--- src/rtl/hazard_stall_ctrl_if.sv ---
// Pipeline-control bundle between the ID-stage hazard sequencer and the pipeline buffers.
interface hazard_stall_ctrl_if;
    logic        id_valid;
    logic [3:0]  id_RR1;
    logic [3:0]  id_RR2;
    logic        id_readRR1;
    logic        id_readRR2;
    logic        id_isMulDiv;
    logic        ex_memRead;
    logic [3:0]  ex_wAddr;
    logic        ex_branchTaken;
    logic        statClear;
    logic        pcWrite;
    logic        ifidWrite;
    logic        ifidFlush;
    logic        idexFlush;
    logic        muldivBusy;
    logic [1:0]  ctrlState;
    logic [15:0] stallCount;

    // Pipeline side: supplies decode/EX status, consumes the control strobes.
    modport master (
        output id_valid, id_RR1, id_RR2, id_readRR1, id_readRR2, id_isMulDiv,
        output ex_memRead, ex_wAddr, ex_branchTaken, statClear,
        input  pcWrite, ifidWrite, ifidFlush, idexFlush, muldivBusy, ctrlState, stallCount
    );

    // Controller side.
    modport slave (
        input  id_valid, id_RR1, id_RR2, id_readRR1, id_readRR2, id_isMulDiv,
        input  ex_memRead, ex_wAddr, ex_branchTaken, statClear,
        output pcWrite, ifidWrite, ifidFlush, idexFlush, muldivBusy, ctrlState, stallCount
    );
endinterface

--- src/rtl/hazard_stall_ctrl.sv ---
// Pipeline sequencer for the 5-stage CPU: load-use bubbles, mul/div front-end freeze,
// taken-branch squash, and a saturating stall-cycle counter.
module hazard_stall_ctrl #(
    parameter int unsigned MULDIV_CYCLES = 4
) (
    input  logic               clock,
    input  logic               reset,
    hazard_stall_ctrl_if.slave bus
);

    localparam int unsigned CNT_W   = 8;
    localparam int unsigned STALL_W = 16;

    typedef enum logic [1:0] {
        ST_RUN        = 2'd0,
        ST_LOAD_STALL = 2'd1,
        ST_MULDIV     = 2'd2
    } state_e;

    state_e              state_q, state_d;
    logic [CNT_W-1:0]    cnt_q, cnt_d;
    logic [STALL_W-1:0]  stall_cnt_q, stall_cnt_d;

    logic luh_c;
    logic pc_write_c;
    logic ifid_write_c;
    logic ifid_flush_c;
    logic idex_flush_c;
    logic muldiv_busy_c;

    // Load-use hazard: the load in EX writes a register the ID instruction reads.
    always_comb begin
        luh_c = bus.id_valid & bus.ex_memRead &
                ((bus.id_readRR1 & (bus.id_RR1 == bus.ex_wAddr)) |
                 (bus.id_readRR2 & (bus.id_RR2 == bus.ex_wAddr)));
    end

    // Next-state and control-strobe decode.
    always_comb begin
        state_d       = state_q;
        cnt_d         = cnt_q;
        pc_write_c    = 1'b1;
        ifid_write_c  = 1'b1;
        ifid_flush_c  = 1'b0;
        idex_flush_c  = 1'b0;
        muldiv_busy_c = 1'b0;

        case (state_q)
            ST_RUN: begin
                if (bus.ex_branchTaken) begin
                    ifid_flush_c = 1'b1;
                    idex_flush_c = 1'b1;
                    state_d      = ST_RUN;
                end else if (luh_c) begin
                    pc_write_c   = 1'b0;
                    ifid_write_c = 1'b0;
                    idex_flush_c = 1'b1;
                    state_d      = ST_LOAD_STALL;
                end else if (bus.id_valid & bus.id_isMulDiv) begin
                    state_d = ST_MULDIV;
                    cnt_d   = CNT_W'(MULDIV_CYCLES - 1);
                end
            end

            // EX holds the bubble now, so the hazard cannot recur this cycle.
            ST_LOAD_STALL: begin
                if (bus.id_valid & bus.id_isMulDiv) begin
                    state_d = ST_MULDIV;
                    cnt_d   = CNT_W'(MULDIV_CYCLES - 1);
                end else begin
                    state_d = ST_RUN;
                end
            end

            ST_MULDIV: begin
                pc_write_c    = 1'b0;
                ifid_write_c  = 1'b0;
                idex_flush_c  = 1'b1;
                muldiv_busy_c = 1'b1;
                if (cnt_q != '0) begin
                    cnt_d = cnt_q - CNT_W'(1);
                end else begin
                    state_d = ST_RUN;
                end
            end

            default: begin
                state_d = ST_RUN;
            end
        endcase
    end

    // Saturating count of cycles with the PC frozen; clear wins over increment.
    always_comb begin
        stall_cnt_d = stall_cnt_q;
        if (bus.statClear) begin
            stall_cnt_d = '0;
        end else if (!pc_write_c && (stall_cnt_q != '1)) begin
            stall_cnt_d = stall_cnt_q + STALL_W'(1);
        end
    end

    // State, mul/div down-counter and stall counter registers.
    always_ff @(posedge clock or negedge reset) begin
        if (!reset) begin
            state_q     <= ST_RUN;
            cnt_q       <= '0;
            stall_cnt_q <= '0;
        end else begin
            state_q     <= state_d;
            cnt_q       <= cnt_d;
            stall_cnt_q <= stall_cnt_d;
        end
    end

    // Strobes act in the detection cycle; held at the RUN-idle values while in reset.
    assign bus.pcWrite    = reset ? pc_write_c    : 1'b1;
    assign bus.ifidWrite  = reset ? ifid_write_c  : 1'b1;
    assign bus.ifidFlush  = reset ? ifid_flush_c  : 1'b0;
    assign bus.idexFlush  = reset ? idex_flush_c  : 1'b0;
    assign bus.muldivBusy = reset ? muldiv_busy_c : 1'b0;
    assign bus.ctrlState  = state_q;
    assign bus.stallCount = stall_cnt_q;

endmodule

--- src/flat_wrapper.sv ---
// flat-port wrapper written by rule: the top's interface ports become plain ports
module hazard_stall_ctrl_flat 
#(
    parameter int unsigned MULDIV_CYCLES = 4
)
  (clock, reset, bus_id_valid, bus_id_RR1, bus_id_RR2, bus_id_readRR1, bus_id_readRR2, bus_id_isMulDiv, bus_ex_memRead, bus_ex_wAddr, bus_ex_branchTaken, bus_statClear, bus_pcWrite, bus_ifidWrite, bus_ifidFlush, bus_idexFlush, bus_muldivBusy, bus_ctrlState, bus_stallCount);
  hazard_stall_ctrl_if bus_i ();
  input  logic clock;
  input  logic reset;
  input wire logic [$bits(bus_i.id_valid)-1:0] bus_id_valid;
  input wire logic [$bits(bus_i.id_RR1)-1:0] bus_id_RR1;
  input wire logic [$bits(bus_i.id_RR2)-1:0] bus_id_RR2;
  input wire logic [$bits(bus_i.id_readRR1)-1:0] bus_id_readRR1;
  input wire logic [$bits(bus_i.id_readRR2)-1:0] bus_id_readRR2;
  input wire logic [$bits(bus_i.id_isMulDiv)-1:0] bus_id_isMulDiv;
  input wire logic [$bits(bus_i.ex_memRead)-1:0] bus_ex_memRead;
  input wire logic [$bits(bus_i.ex_wAddr)-1:0] bus_ex_wAddr;
  input wire logic [$bits(bus_i.ex_branchTaken)-1:0] bus_ex_branchTaken;
  input wire logic [$bits(bus_i.statClear)-1:0] bus_statClear;
  output wire logic [$bits(bus_i.pcWrite)-1:0] bus_pcWrite;
  output wire logic [$bits(bus_i.ifidWrite)-1:0] bus_ifidWrite;
  output wire logic [$bits(bus_i.ifidFlush)-1:0] bus_ifidFlush;
  output wire logic [$bits(bus_i.idexFlush)-1:0] bus_idexFlush;
  output wire logic [$bits(bus_i.muldivBusy)-1:0] bus_muldivBusy;
  output wire logic [$bits(bus_i.ctrlState)-1:0] bus_ctrlState;
  output wire logic [$bits(bus_i.stallCount)-1:0] bus_stallCount;
  assign bus_i.id_valid = bus_id_valid;
  assign bus_i.id_RR1 = bus_id_RR1;
  assign bus_i.id_RR2 = bus_id_RR2;
  assign bus_i.id_readRR1 = bus_id_readRR1;
  assign bus_i.id_readRR2 = bus_id_readRR2;
  assign bus_i.id_isMulDiv = bus_id_isMulDiv;
  assign bus_i.ex_memRead = bus_ex_memRead;
  assign bus_i.ex_wAddr = bus_ex_wAddr;
  assign bus_i.ex_branchTaken = bus_ex_branchTaken;
  assign bus_i.statClear = bus_statClear;
  assign bus_pcWrite = bus_i.pcWrite;
  assign bus_ifidWrite = bus_i.ifidWrite;
  assign bus_ifidFlush = bus_i.ifidFlush;
  assign bus_idexFlush = bus_i.idexFlush;
  assign bus_muldivBusy = bus_i.muldivBusy;
  assign bus_ctrlState = bus_i.ctrlState;
  assign bus_stallCount = bus_i.stallCount;
  hazard_stall_ctrl #(.MULDIV_CYCLES(MULDIV_CYCLES)) u_core (.clock(clock), .reset(reset), .bus(bus_i));
endmodule
--- config.mk ---
export PLATFORM = sky130hd
export DESIGN_NAME = hazard_stall_ctrl_flat
export DESIGN_NICKNAME = d
export VERILOG_FILES = /design/src/rtl/hazard_stall_ctrl_if.sv /design/src/rtl/hazard_stall_ctrl.sv /design/src/flat_wrapper.sv
export SDC_FILE = /design/constraint.sdc
export NUM_CORES = 1
export LEC_CHECK = 0
export CORE_MARGIN = 10
export CORE_UTILIZATION = 45
export DETAILED_ROUTE_END_ITERATION = 7
export PLACE_DENSITY = 0.73
export SYNTH_ARGS = -nofsm -noshare
export SYNTH_HDL_FRONTEND = slang
export SYNTH_SLANG_ARGS = --single-unit
--- constraint.sdc ---
create_clock -name clock -period 3.16 [get_ports clock]
set_input_delay 0.632 -clock clock [delete_from_list [all_inputs] [get_ports clock]]
set_output_delay 0.632 -clock clock [all_outputs]
set_load 0.005 [all_outputs]
==> results.json <==
{
  "run_status": "completed",
  "cts.sinks": 26,
  "p_sw_frac": 0.365,
  "slew_violations": 0,
  "cp-start-kind": "input port",
  "wl_per_cell_um": 15.6,
  "core_um2": 4060,
  "htree_levels": 1,
  "clk_latency_ns": 0.27,
  "post-route-util": 0.614,
  "tns_ns": 0,
  "fin_crit_sh": 0.932,
  "finalSetupViolCount": 0,
  "drive_gt1_frac": 0.116,
  "start_util": 0.472,
  "cts_buffers": 3,
  "placed_cell_area_um2": 2430,
  "comb_power_share": 0.360,
  "seq_area_um2": 651,
  "nets": 283,
  "synth_edf_count": 0,
  "seq_area_frac_synth": 0.340,
  "worst_slew_pin_slew_ns": 0.598,
  "overflow": 0,
  "final_area_um2": 2490,
  "dieArea_um2": 7270,
  "ctsRootBufferMaster": "clkbuf_8",
  "final_common_cell": "clkdlybuf4s50_1",
  "antenna_cells": 0,
  "syn_nets": 236,
  "drt-initial-drc-count": 107,
  "synth_top_cell_by_area": "dfrtp_1",
  "p_per_area_nw_per_um2": 432,
  "cts_setup_buffers": 0,
  "grt_max_degree": 19,
  "syn_area_um2": 1920,
  "power_frac_seq": 0.435,
  "period_needed_ns": 2.94,
  "postSynthAreaPerCell_um2": 9.04,
  "rsz0062_at_grt": "false",
  "power_switching_uw": 393,
  "path_clk_slew_ns": 0.09,
  "maxCapViolations": 0,
  "first_pass_iters": 4,
  "path_cells": "clkdlybuf4s50_1 > xor2_1 > nor4_4 > o41a_1 > clkdlybuf4s50_1",
  "most-common-layout-cells": "clkdlybuf4s50_1 (41), dfrtp_1 (26), nor2_1 (22), nand2_1 (15), nor2b_1 (14)",
  "ir_drop_mv": 0.224,
  "syn_to_final_growth_pct": 30.0,
  "grt_usage": 0.138,
  "cellLeakagePower_nw": 0.968,
  "cpPeakStageDelay_ns": 0.50,
  "clockBufferDepth": 2,
  "num_rows": 23,
  "drt_wl_total_mm": 4.81,
  "critPathSlowestCell": "clkdlybuf4s50_1",
  "synth.top_cell.area_share": 0.340,
  "hp-class": "flop to flop",
  "crit_fanout": 3,
  "place_congestion": 0.849,
  "ios": 44,
  "grt_pass1_vias": 1838,
  "synth_area_leaders": "dfrtp_1 (34%), mux2_1 (7.6%), nor2b_1 (4.6%)",
  "die_h_um": 85.2,
  "synthFlopType": "dfrtp_1",
  "async_flop_share": 1.00,
  "detailroute.via_count": 1782,
  "synth-seq-cells": 26,
  "endpoint_kind": "output pin",
  "n_fill_cell": 348,
  "cp.required_ns": 2.53,
  "grt_first_pass_wirelength_mm": 8.62,
  "power.share.clock": 0.205,
  "antenna_found_initial": 0,
  "antenna_left": 0,
  "clock.fmax_mhz": 340,
  "cp.arrival_ns": 2.31,
  "crit_type": "input port to output pin",
  "hold_violations": 0,
  "cts_tree": "built",
  "drc": 0,
  "ys_warn_count": 0,
  "port_buffers": 43,
  "hpwl_mm": 3.84,
  "postSynthCellCount": 212,
  "clock_skew_ns": 0.00371,
  "crit_top_cell": "clkdlybuf4s50_1",
  "viasPerCell": 5.79,
  "intPower_uw": 683,
  "multi_input_area_um2": 1200,
  "synthDistinctLibCells": 48,
  "relSlewSlack": 0.600,
  "die_w_um": 85.2
}
state kept, by name, summed over array words and instances (netlist names):
name,flops
u_core.cnt_q,8
u_core.bus.ctrlState,2
u_core.bus.stallCount,16
final timing paths:
path | startpoint | endpoint | slack, ns | depth (start not counted)
worst min register to register | u_core.cnt_q[7]$_DFFE_PN0P_ | u_core.cnt_q[7]$_DFFE_PN0P_ | 0.56 | 2
worst min-delay path | u_core.cnt_q[7]$_DFFE_PN0P_ | u_core.cnt_q[7]$_DFFE_PN0P_ | 0.56 | 2
worst max register to register | u_core.bus.stallCount[0]$_DFFE_PN0P_ | u_core.bus.stallCount[13]$_DFFE_PN0P_ | 0.73 | 7
max in group asynchronous | reset | u_core.cnt_q[0]$_DFFE_PN0P_ | 2.09 | 2
worst max-delay path | bus_ex_wAddr[0] | bus_idexFlush | 0.22 | 5
min in group asynchronous | reset | u_core.bus.stallCount[9]$_DFFE_PN0P_ | 0.82 | 2
cell type report:
class / instances / share of cell area
inverter: 6 / 0.00905
tap: 50 / 0.0251
clock buffer: 4 / 0.0221
sequential: 26 / 0.261
multi-input combinational: 170 / 0.480
timing repair buffer: 52 / 0.202
critical path, delay by kind of cell:
family	cells	cell delay (ns)
buffers and inverters	2	0.96
AO/OA/AOI/OAI	1	0.37
XOR/XNOR	1	0.25
AND/OR/NAND/NOR	1	0.09
timing repair:
item,CTS,global route
hold buffers,0,0
endpoints found under the setup margin,0,2
gates resized for setup,0,2
layer usage:
| metal | track usage | wire length (um) |
|---|---|---|
| met1 | 0.179 | 2280 |
| met2 | 0.211 | 2090 |
| met4 | 0.0344 | 34 |
| met5 | 0 | 0 |
| met3 | 0.0478 | 408 |
stage by stage:
stage | setup slack (ns) | power [mW] | hold WS (ns) | instances
3_3_place_gp | 0.0537 | 0.853 | 0.542 | 304
6_report | 0.216 | 1.08 | 0.565 | 308
2_1_floorplan | 0.925 | 0.718 | 0.336 | 212
4_1_cts | 0.0580 | 1.08 | 0.570 | 308
5_1_grt | 0.0224 | 1.16 | 0.593 | 308
3_5_place_dp | 0.0625 | 0.860 | 0.556 | 304
cells by family after synthesis:
group | after synthesis | synth area share
buf+inv | 16 | 0.0359
xor+xnor | 8 | 0.0366
simple gates | 98 | 0.293
compound gates | 48 | 0.199
fa+ha+maj | 3 | 0.0196
mux | 13 | 0.0764
flops | 26 | 0.340
power by group through the flow:
| stage | Sequential, mW | Clock (mW) | Combinational, mW |
|---|---|---|---|
| detailed placement | 0.472 | 0 | 0.388 |
| finish | 0.468 | 0.221 | 0.387 |
| global route | 0.479 | 0.239 | 0.444 |
| CTS | 0.465 | 0.229 | 0.389 |
| global placement | 0.471 | 0 | 0.382 |
| floorplan | 0.446 | 0 | 0.272 |
synth_stat cells (2+ instances only):
cell and count:
buf_2 4, nand2b_1 4, o211ai_1 5, nand3_1 7, or2_2 2, and3_1 3, mux2_1 13, nor4_1 5
inv_2 2, nand3b_1 2, o31a_1 2, nor3_1 3, a211oi_1 6, or4_1 3, inv_1 4, a21oi_1 6
a31oi_1 4, nand4_1 7, nor2b_1 14, nor2_1 22, ha_1 3, and4_1 2, nor3b_1 4, nor4_4 2
a211oi_2 3, a2111oi_2 3, clkbuf_1 4, o21ai_1 7, xnor2_1 2, dfrtp_1 26, o21a_1 2, nand2_1 15
xor2_1 6
Power figures use the tool's default switching activity.
==> patch 1: new RTL, same flow settings <==
The localparam `CNT_W` goes from 8 to 10.
--- a/src/rtl/hazard_stall_ctrl.sv
+++ b/src/rtl/hazard_stall_ctrl.sv
@@ -8,7 +8,7 @@
     hazard_stall_ctrl_if.slave bus
 );
 
-    localparam int unsigned CNT_W   = 8;
+    localparam int unsigned CNT_W   = 10;
     localparam int unsigned STALL_W = 16;
 
     typedef enum logic [1:0] {
Check against the original RTL: no difference found for any inputs over 10 cycles, from zero or initial values and one cycle with reset low; that may be too few to reach the edited logic, so the function may still have changed.
==> patch 1 against the original RTL <==
  * Sequential cell count grew 2
  * Wire length is 5.1% lower
  * Setup slack worse by 0.13 ns
  * Synthesized area down 9.3%
  * Via count shrank 4.7%
  * Final area down 3.9%
  * Combinational power is 52% higher
  * Die area shrank 7.1%
  * Total power is 30% higher
==> patch 1: results (changes against the original RTL) <==
| Metric | Value |
|---|---|
| Met3 Resource Use GR | `0.02376 (was 0.04780)` |
| Comb pwr | `0.587 mW (was 0.387 mW)` |
| Layout cell share with drive strength beyond 1 | `0.1089 (was 0.1163)` |
| Hold path endpoint | `u_core.cnt_q[3] (was u_core.cnt_q[7])` |
| R2R Path End | `u_core.bus.stallCount[15] (was u_core.bus.stallCount[13])` |
| CP Max Fanout | `2 (was 3)` |
| Maximum vdd drop | `0.5166 mV (was 0.2241 mV)` |
| Syn Inst Count | `200 (was 212)` |
| Vias per cell | `5.567 (was 5.786)` |
| Post-CTS Resized | `2 (was 0)` |
| Met2 usage | `0.2625 (was 0.2112)` |
| Clock skew | `0.003494 ns (was 0.003714 ns)` |
| Worst reg2reg setup slack | `0.93 ns (was 0.73 ns)` |
| Clk pwr | `0.286 mW (was 0.221 mW)` |
| Net Sw Frac | `0.3722 (was 0.3652)` |
| Tcrit/Tclk final | `0.9728 (was 0.9316)` |
| Met3 wire len | `210 um (was 408 um)` |
| Final HPWL DP | `3598 um (was 3836 um)` |
| Outcome | `finished, final reports clean (unchanged)` |
| Register area share after synthesis | `0.4032 (was 0.3396)` |
| Hold_ws | `0.5561 ns (was 0.5648 ns)` |
| Mapped Nets | `224 (was 236)` |
| Main area contributors after synthesis | `dfrtp_1 40%, a21oi_1 5.5%, nand2_1 3.9% (was dfrtp_1 34%, mux2_1 7.6%, nor2b_1 4.6%)` |
| DRT met1 WL | `1929 um (was 2279 um)` |
| Most instantiated cells after synthesis | `28 x dfrtp_1, 19 x a21oi_1, 18 x nand2_1, 17 x nor2_1, 9 x a31oi_1 (was 26 x dfrtp_1, 22 x nor2_1, 15 x nand2_1, 14 x nor2b_1, 13 x mux2_1)` |
| Vias in the first global route | `1,659 (was 1,838)` |
| WL/cell | `14.97 um (was 15.62 um)` |
| Placement Setup Slack | `-0.1323 ns (was 0.06246 ns)` |
| Total track usage | `0.1406 (was 0.1376)` |
| Met2 wire len | `2422 um (was 2088 um)` |
| Worst R2R Path Depth | `5 (was 7)` |
| Met1 usage | `0.1692 (was 0.1788)` |
| CP delay by family, top | `simple AND/OR/NAND/NOR gates (was buffers and inverters)` |
| Critical Path Sink | `bus_ifidWrite (was bus_idexFlush)` |
| Worst R2R Start | `u_core.bus.ctrlState[0] (was u_core.bus.stallCount[0])` |
| Min-delay src | `u_core.cnt_q[3] (was u_core.cnt_q[7])` |
| Placed cells | `300 (was 304)` |
| Number of fill cells | `339 (was 348)` |
| Final GP Congestion | `0.8343 (was 0.8489)` |
| Seq. pwr | `0.529 mW (was 0.468 mW)` |
| Non-filler instance count after layout | `305 (was 308)` |
| Post-placement cell area | `2310 um2 (was 2430 um2)` |
| Netlist cell types | `41 (was 48)` |
## patch 1: cell count changes in the layout (fill, tap and decap cells not counted), sizes merged, moves of 7 or more
cell / change
a211oi: -9
a21oi: +13
or3: +7
mux2: -9
buf: +8
nor2b: -10
## patch 1: final cells by class
type | instances | area (um2) | area share
multi-input cells | 158 | 977.2 | 0.4083
flip-flops and latches | 28 | 700.7 | 0.2927
repair buffers | 60 | 558.0 | 0.2331
well taps | 48 | 60.06 | 0.02509
clock buffers | 3 | 41.29 | 0.01725
clock inverters | 1 | 30.03 | 0.01255
inverters | 7 | 26.28 | 0.01098
## patch 1: cell families (layout without fill, tap and decap cells)
family          after synthesis  in the layout  synth area share
compound gates               50             50            0.1757
xor+xnor                     10             10           0.05039
fa+ha+maj                     3              3           0.02160
buf+inv                      14             71           0.03744
flops                        28             28            0.4032
mux                           6              6           0.03744
simple gates                 89             89            0.2743
==> patch 2: new RTL, config.mk and constraints unchanged <==
Without the edit above. Reset style: synchronous (`reset`), changed in one clocked block.
--- a/src/rtl/hazard_stall_ctrl.sv
+++ b/src/rtl/hazard_stall_ctrl.sv
@@ -101,7 +101,7 @@
     end
 
     // State, mul/div down-counter and stall counter registers.
-    always_ff @(posedge clock or negedge reset) begin
+    always_ff @(posedge clock) begin
         if (!reset) begin
             state_q     <= ST_RUN;
             cnt_q       <= '0;
Function: differs if reset is asserted again (counterexample within 4 cycles, from zero or initial values and one cycle with reset low); with reset held inactive, the same outputs for 10 cycles.
==> patch 2 against the original RTL <==
  * Fmax decreased by 4.9%
  * First-iteration DRC count increased by 19%
  * Sequential cell count unchanged
  * Wire length decreased by 8.1%
  * Synthesized area decreased by 15%
  * Setup slack got worse by 0.15 ns
  * Final area decreased by 12%
  * Highest routed layer unchanged
Power is not compared: it rests on default switching activity, and its combinational part moved more than twofold at a synthesized area within 25%.
==> patch 2: results (changes against the original RTL) <==
| Metric | Value |
|---|---|
| Total track usage | `0.1305 (was 0.1376)` |
| FFs w/ async S/R, synth | `0 (was 1.000)` |
| Netlist cell types | `44 (was 48)` |
| Mapped Nets | `221 (was 236)` |
| Clk Tree Root Cell | `clkbuf_4 (was clkbuf_8)` |
| Vias after detailed routing | `1,679 (was 1,782)` |
| Nets | `265 (was 283)` |
| Avg Cell Area, Syn | `8.314 um2 (was 9.036 um2)` |
| Slowest-stage cell, CP | `clkdlybuf4s50_1 (unchanged)` |
| Routed WL | `4421 um (was 4810 um)` |
| Non-filler instance count after layout | `286 (was 308)` |
| Final GP Congestion | `0.8683 (was 0.8489)` |
| R2R Path End | `u_core.bus.stallCount[12] (was u_core.bus.stallCount[13])` |
| Clock skew | `0.009989 ns (was 0.003714 ns)` |
| IO buf count | `43 (unchanged)` |
| Maximum vdd drop | `0.1990 mV` |
| Clock slew at reported path FFs | `0.15 ns (was 0.09 ns)` |
| Worst R2R Start | `u_core.bus.stallCount[0] (unchanged)` |
| Critical Path Start | `bus_ex_wAddr[3] (was bus_ex_wAddr[0])` |
| Largest register FFs | `16 (unchanged)` |
| Worst-Skew Late Latency | `0.33 ns (was 0.27 ns)` |
| H-tree lvl count | `1 (unchanged)` |
| Drt pass-1 iters | `4 (unchanged)` |
| Outcome | `finished, final reports clean (unchanged)` |
| Critical Path Sink | `bus_idexFlush (unchanged)` |
| Placed cells | `281 (was 304)` |
| Max transition margin | `0.4383 (was 0.6001)` |
| First-pass GRT wire length | `7003 um (was 8618 um)` |
| Vias in the first global route | `1,556 (was 1,838)` |
| Register area share after synthesis | `0.3178 (was 0.3396)` |
| Worst R2R Path Depth | `6 (was 7)` |
| Worst path max stage delay | `0.52 ns (was 0.50 ns)` |
| Most instantiated cells after synthesis | `26 x dfxtp_1, 19 x nand2_1, 14 x a21oi_1, 12 x nand2b_1 (was 26 x dfrtp_1, 22 x nor2_1, 15 x nand2_1, 14 x nor2b_1, 13 x mux2_1)` |
| Worst reg2reg setup slack | `0.96 ns (was 0.73 ns)` |
| Detailed Route Iter0 Violations | `127 (was 107)` |
| CTS Buf Count | `3 (unchanged)` |
| Main area contributors after synthesis | `dfxtp_1 32%, mux2i_1 4.9%, nand2b_1 4.6% (was dfrtp_1 34%, mux2_1 7.6%, nor2b_1 4.6%)` |
| Int Pwr | `0.5184 mW` |
| Synth warn | `0 (unchanged)` |
| Pin count of the biggest net entering global routing | `21 (was 19)` |
| Ant. Diodes | `0 (unchanged)` |
| Hold Crit Class | `reg2reg (unchanged)` |
| Leak pwr | `0.7738 nW` |
| Deepest clock path buffer count | `2 (unchanged)` |
| CP Max Fanout | `4 (was 3)` |
| Initial antenna violation count | `0 (unchanged)` |
| Layout cell share with drive strength beyond 1 | `0.08333 (was 0.1163)` |
| Final HPWL DP | `3428 um (was 3836 um)` |
| CP delay by family, top | `buffers and inverters (unchanged)` |
| Post-placement cell area | `2118 um2 (was 2430 um2)` |
| Critical path arrival | `2.46 ns (was 2.31 ns)` |
-- patch 2: stage by stage --
step	hold WS [ns]	setup slack [ns]
5_1_grt	0.5176	-0.006690
3_5_place_dp	0.4743	0.04923
4_1_cts	0.4971	0.04410
3_3_place_gp	0.4607	0.1078
2_1_floorplan	0.4330	0.9734
6_report	0.4941	0.06356
-- patch 2: what timing repair did --
item / 4_1_cts / 5_1_grt
gates resized for setup: 0 / 3
hold buffers: 0 / 0
buffers inserted: 0 / 1
setup endpoints to repair: 0 / 3
-- patch 2: worst reg2reg max path: cells and delay by family, from the launching register on --
family | cells | cell delay (ns)
DFF | 1 | 0.44
and+or+nand+nor | 4 | 1.35
adders and majority gates | 1 | 0.21
AOI/OAI and AO/OA | 1 | 0.14
-- patch 2: logic make-up (layout without fill, tap and decap cells) --
kind of cell    Yosys count  after routing  share of synthesized area
buf+inv                  15             58                    0.03896
compound gates           44             44                     0.1841
xor+xnor                  8              8                    0.04278
flops                    26             26                     0.3178
mux                       8              8                    0.04889
fa+ha+maj                 3              3                    0.02292
simple gates             93             93                     0.3445
-- patch 2: area by class of cell --
| class | count | area, um2 |
|---|---|---|
| fill | 294 | 1220 |
| multi-input combinational | 156 | 1071 |
| sequential | 26 | 520.5 |
| timing repair buffer | 49 | 475.5 |
| tap | 46 | 57.56 |
| clock inverter | 1 | 30.03 |
| clock buffer | 3 | 22.52 |
| inverter | 5 | 18.77 |
-- patch 2: power by group through the flow --
| stage | clock network [mW] | registers, mW | logic, mW |
|---|---|---|---|
| after global routing | 0.251 | 0.339 | 0.123 |
| final | 0.234 | 0.338 | 0.113 |
| after global placement | 0 | 0.345 | 0.106 |
| after floorplan | 0 | 0.343 | 0.0592 |
| after CTS | 0.241 | 0.338 | 0.109 |
| after detailed placement | 0 | 0.345 | 0.108 |
-- patch 2: worst min-delay path by stage --
stage,cells past startpoint,endpoint,start
floorplan,1,u_core.cnt_q[7],u_core.cnt_q[7]
CTS,1,u_core.cnt_q[7],u_core.cnt_q[7]
global route,1,u_core.cnt_q[7],u_core.cnt_q[7]
finish,1,u_core.cnt_q[7],u_core.cnt_q[7]
detailed placement,1,u_core.cnt_q[7],u_core.cnt_q[7]
global placement,1,u_core.cnt_q[7],u_core.cnt_q[7]
-- patch 2: per-layer routing --
metal  GRT usage  vias to the layer above  share of wire
li1            -                      833              -
met1      0.1462                      806           0.42
met2      0.2343                       36           0.52
met3     0.03007                        4          0.050
met4     0.04577                        0          0.012
met5           0                        -              0
